<file path="config.mk">
export PLATFORM = sky130hd
export DESIGN_NAME = mole_hit_judge
export DESIGN_NICKNAME = d
export VERILOG_FILES = /design/src/rtl/mole_hit_judge.sv
export SDC_FILE = /design/constraint.sdc
export NUM_CORES = 1
export LEC_CHECK = 0
export BUFFER_PORTS_ARGS = -buffer_cell sky130_fd_sc_hd__buf_2
export CORE_MARGIN = 5
export CORE_UTILIZATION = 50
export DETAILED_ROUTE_END_ITERATION = 6
export PLACE_DENSITY = 0.83
export SLEW_MARGIN = 10
export SYNTH_ARGS = -nofsm -noshare
export SYNTH_HDL_FRONTEND = slang
export SYNTH_SLANG_ARGS = --single-unit
</file>
<file path="constraint.sdc">
create_clock -name clk -period 12.6 [get_ports clk]
set_input_delay 1.26 -clock clk [delete_from_list [all_inputs] [get_ports clk]]
set_output_delay 1.26 -clock clk [all_outputs]
set_load 0.03 [all_outputs]
</file>
<file path="src/rtl/mole_hit_judge.sv">
// Judges debounced switch events against the live mole pattern and serialises hit points.
// Optional macro HIT_RISING_ONLY_EN: only 0->1 switch transitions are judged.
module mole_hit_judge #(
    parameter int unsigned N_MOLES  = 18,
    parameter int unsigned PEND_W   = 5,
    parameter int unsigned STREAK_W = 4
) (
    input  logic                clk,
    input  logic                reset_n,
    input  logic                enable,
    input  logic [N_MOLES-1:0]  mole_up,
    input  logic [N_MOLES-1:0]  sw,
    output logic                hit_pulse,
    output logic                miss_pulse,
    output logic [N_MOLES-1:0]  mole_visible,
    output logic [N_MOLES-1:0]  hit_mask,
    output logic [STREAK_W-1:0] streak,
    output logic                busy
);
    localparam int unsigned CNT_W = $clog2(N_MOLES + 1);
    localparam int unsigned SUM_W = ((PEND_W > CNT_W) ? PEND_W : CNT_W) + 1;
    localparam int unsigned STK_W = ((STREAK_W > CNT_W) ? STREAK_W : CNT_W) + 1;
    localparam logic [PEND_W-1:0]   PendMax   = '1;
    localparam logic [STREAK_W-1:0] StreakMax = '1;

    typedef enum logic [1:0] {StIdle, StPlay, StDrain} state_e;

    state_e              state_q;
    logic [N_MOLES-1:0]  sw_q;
    logic [PEND_W-1:0]   pending_q;

    logic [N_MOLES-1:0]  evt;
    logic [N_MOLES-1:0]  hit_lanes;
    logic [N_MOLES-1:0]  miss_lanes;
    logic [CNT_W-1:0]    new_hits;
    logic [SUM_W-1:0]    total;
    logic [SUM_W-1:0]    total_m1;
    logic [PEND_W-1:0]   pend_next;
    logic [STK_W-1:0]    streak_sum;
    logic [STREAK_W-1:0] streak_sat;

    always_comb begin
`ifdef HIT_RISING_ONLY_EN
        evt = sw & ~sw_q;
`else
        evt = sw ^ sw_q;
`endif
        hit_lanes  = '0;
        miss_lanes = '0;
        if (state_q == StPlay) begin
            hit_lanes  = evt & mole_up & ~hit_mask;
            miss_lanes = evt & ~mole_up;
        end

        new_hits = '0;
        for (int i = 0; i < int'(N_MOLES); i++) begin
            new_hits = new_hits + CNT_W'(hit_lanes[i]);
        end

        total    = SUM_W'(pending_q) + SUM_W'(new_hits);
        total_m1 = total - SUM_W'(1);
        // Pending holds the points still owed after this cycle's pulse.
        if (total == '0) begin
            pend_next = '0;
        end else if (total_m1 > SUM_W'(PendMax)) begin
            pend_next = PendMax;
        end else begin
            pend_next = total_m1[PEND_W-1:0];
        end

        streak_sum = STK_W'(streak) + STK_W'(new_hits);
        streak_sat = (streak_sum > STK_W'(StreakMax)) ? StreakMax : streak_sum[STREAK_W-1:0];
    end

    assign mole_visible = mole_up & ~hit_mask;

    always_ff @(posedge clk) begin
        // Tracks sw even in reset so releasing reset never looks like a switch event.
        sw_q <= sw;
        if (!reset_n) begin
            state_q    <= StIdle;
            hit_pulse  <= 1'b0;
            miss_pulse <= 1'b0;
            busy       <= 1'b0;
            streak     <= '0;
            hit_mask   <= '0;
            pending_q  <= '0;
        end else begin
            unique case (state_q)
                StIdle: begin
                    hit_pulse  <= 1'b0;
                    miss_pulse <= 1'b0;
                    busy       <= 1'b0;
                    streak     <= '0;
                    hit_mask   <= '0;
                    pending_q  <= '0;
                    if (enable) state_q <= StPlay;
                end
                StPlay: begin
                    hit_mask   <= (hit_mask | hit_lanes) & mole_up;
                    hit_pulse  <= (total != '0);
                    pending_q  <= pend_next;
                    busy       <= (pend_next != '0);
                    miss_pulse <= |miss_lanes;
                    streak     <= (|miss_lanes) ? '0 : streak_sat;
                    if (!enable) begin
                        state_q <= (total > SUM_W'(1)) ? StDrain : StIdle;
                    end
                end
                StDrain: begin
                    hit_mask   <= hit_mask & mole_up;
                    hit_pulse  <= (total != '0);
                    pending_q  <= pend_next;
                    busy       <= (pend_next != '0);
                    miss_pulse <= 1'b0;
                    if (pend_next == '0) state_q <= StIdle;
                end
                default: state_q <= StIdle;
            endcase
        end
    end
endmodule

</file>
==> flow_summary.json <==
{
  "layout.cells.non_filler": 518,
  "drc": 0,
  "overflow": 0,
  "drv_cap": 0,
  "fin_nets": 518,
  "start_util": 0.513,
  "ant_nets": 0,
  "period_needed_ns": 7.24,
  "yosys-top-cells-count": "50 x dfxtp_1, 36 x a21oi_1, 35 x inv_1",
  "wirelength_um": 8090,
  "syn_area_um2": 3260,
  "syn_avg_cell_area_um2": 8.95,
  "skew_ns": 0.00842,
  "routedWlPerCell_um": 15.6,
  "finalSetupViolCount": 0,
  "dr.pass1.iters": 4,
  "post_cts_buffers": 0,
  "cts_tree": "yes",
  "worst_ep_arrival_time_ns": 7.43,
  "rows": 29,
  "core_area_um2": 6350,
  "via_per_inst": 5.60,
  "syn2layout_area_growth_pct": 16.7,
  "worst_slack_ns": 5.36,
  "worst_pin_slew_ns": 1.13,
  "htreeDepth": 2,
  "synth-seq-cells": 50,
  "cp-end-kind": "register",
  "crit_path_max_fanout": 9,
  "gp_congestion": 0.884,
  "cts_root_buf": "clkbuf_8",
  "tns_ns": 0,
  "synth_area_leaders": "dfxtp_1 31%, ha_1 9.2%, fa_1 8.6%",
  "synth_most_common_cell": "dfxtp_1",
  "first_iter_violations": 139,
  "async_reset_ff_frac": 0,
  "grt_max_degree": 33,
  "yosys.area.top_type": "dfxtp_1",
  "dieArea_um2": 8230,
  "slew_viol_final": 0,
  "grt_pass1_wl_um": 13400,
  "max_slew_margin": 0.246,
  "rsz0062_at_grt": "false",
  "fin_crit_sh": 0.574,
  "diodes": 0,
  "grtUsageTotal": 0.193,
  "clockBufferDepth": 2,
  "crit_type": "input port to register",
  "cts_resized": 0,
  "synth.distinct_cells": 46,
  "synth-edff-count": 0,
  "synth_top_area_share": 0.307,
  "worstSetupStartpointType": "input port",
  "clk_latency_ns": 0.30,
  "leakage_nw": 1.84,
  "powerDensity_nw_per_um2": 226,
  "numPlacedInstances": 511,
  "io_pins": 82,
  "holdBufCountCts": 0,
  "hpwl_um": 6370,
  "hold_path.class": "register to register",
  "synth_seq_area_share": 0.307,
  "hold_viol_final": 0,
  "die_x_um": 90.7,
  "portBuffers": 81,
  "synth-main-ff-cell": "dfxtp_1",
  "syn_nets": 441,
  "cts_buffers": 5,
  "synthCells": 364,
  "utilization": 0.599,
  "yosysWarnings": 0,
  "antenna_found_initial": 0,
  "critPathRequiredTime_ns": 12.80,
  "grt_pass1_vias": 2970,
  "max_freq_mhz": 138,
  "dp_worst_setup_slack_ns": 5.11,
  "cts_sinks": 50,
  "route.vias.total": 2902,
  "status": "complete, no violations",
  "final_layout_size_suffix_gt1_frac": 0.215,
  "dieHeight_um": 90.7,
  "cts.clk_slew.worst_paths_ns": 0.09,
  "ir_drop_uv": 208
}
state kept, by name, summed over array words and instances (netlist names):
| register | cells |
|---|---|
| streak | 4 |
| miss_pulse | 1 |
| busy | 1 |
| hit_mask | 18 |
| state_q | 2 |
| hit_pulse | 1 |
| sw_q | 18 |
| pending_q | 5 |
power by group:
| part | internal, mW | total [mW] | switching [mW] | leakage [nW] |
|---|---|---|---|---|
| sequential | 0.171 | 0.180 | 0.00849 | 0.411 |
| clock | 0.0380 | 0.0919 | 0.0539 | 0.0362 |
| combinational | 0.232 | 0.588 | 0.356 | 1.39 |
cells by family (layout without fill, tap and decap cells):
| kind of cell | after synthesis | after routing | synth area share |
|---|---|---|---|
| buffers and inverters | 48 | 125 | 0.0576 |
| adders and majority gates | 38 | 38 | 0.178 |
| xor gates and xnor gates | 26 | 26 | 0.0699 |
| and+or+nand+nor | 116 | 116 | 0.209 |
| AOI/OAI and AO/OA | 82 | 82 | 0.166 |
| DFF | 50 | 50 | 0.307 |
| muxes | 4 | 4 | 0.0123 |
final timing paths:
check                    end  cells past startpoint  slack (ns)  startpoint
hold / removal    miss_pulse                      2        0.48  miss_pulse
setup reg to reg  state_q[1]                     24        5.64  state_q[1]
hold reg to reg   miss_pulse                      2        0.48  miss_pulse
setup / recovery  state_q[1]                     23        5.36      sw[15]
cell type report:
cell class              count  area [um2]
clock inverters             2        15.0
inverters                  35         131
clock buffers               5        68.8
fillers                   545        2550
well taps                  77        96.3
flip-flops and latches     50        1000
multi-input cells         266        2070
repair buffers             83         420
layer usage:
layer	vias up	global-route usage	routed length, um
met2	90	0.323	3930
met4	0	0.0782	145
met3	14	0.0375	473
li1	1426	-	-
met5	-	0	0
met1	1372	0.243	3550
worst max-delay path, cell delays in order:
cell	delay (ns)
buf_2	0.10
xor2_1	0.24
nand3_1	0.18
fa_1	0.56
inv_1	0.05
fa_1	0.47
inv_1	0.04
fa_1	0.50
fa_1	0.44
fa_1	0.52
inv_1	0.05
ha_1	0.20
fa_1	0.40
a21o_1	0.17
a21oi_1	0.26
inv_1	0.10
ha_1	0.40
and3_4	0.20
a221oi_4	0.41
nand4_1	0.12
or3_1	0.35
a31o_2	0.28
mux2i_1	0.12
placed cells by master (no fill, tap or decap), drive strengths merged, types with 2 or more instances in the layout:
master	n
o21ai	10
o22ai	3
or3	2
xor2	21
a221oi	2
a21boi	4
a22oi	2
ha	24
clkinvlp	2
mux2i	4
nand2b	4
inv	35
xnor2	5
dfxtp	50
and3	11
nand3	14
a2111oi	2
nor3b	21
nand2	18
nor2	9
a21o	5
and2	3
a41oi	10
clkbuf	5
nand4	3
a21oi	36
buf	83
nor2b	24
a32o	2
fa	14
through the flow:
step | hold WS [ns] | total power, mW | area [um2]
2_1_floorplan | 0.456 | 0.630 | 3260
3_3_place_gp | 0.463 | 0.739 | 3720
3_5_place_dp | 0.466 | 0.758 | 3720
4_1_cts | 0.480 | 0.854 | 3800
5_1_grt | 0.490 | 0.946 | 3800
6_report | 0.476 | 0.859 | 3800
(Power assumes the default switching activity.)
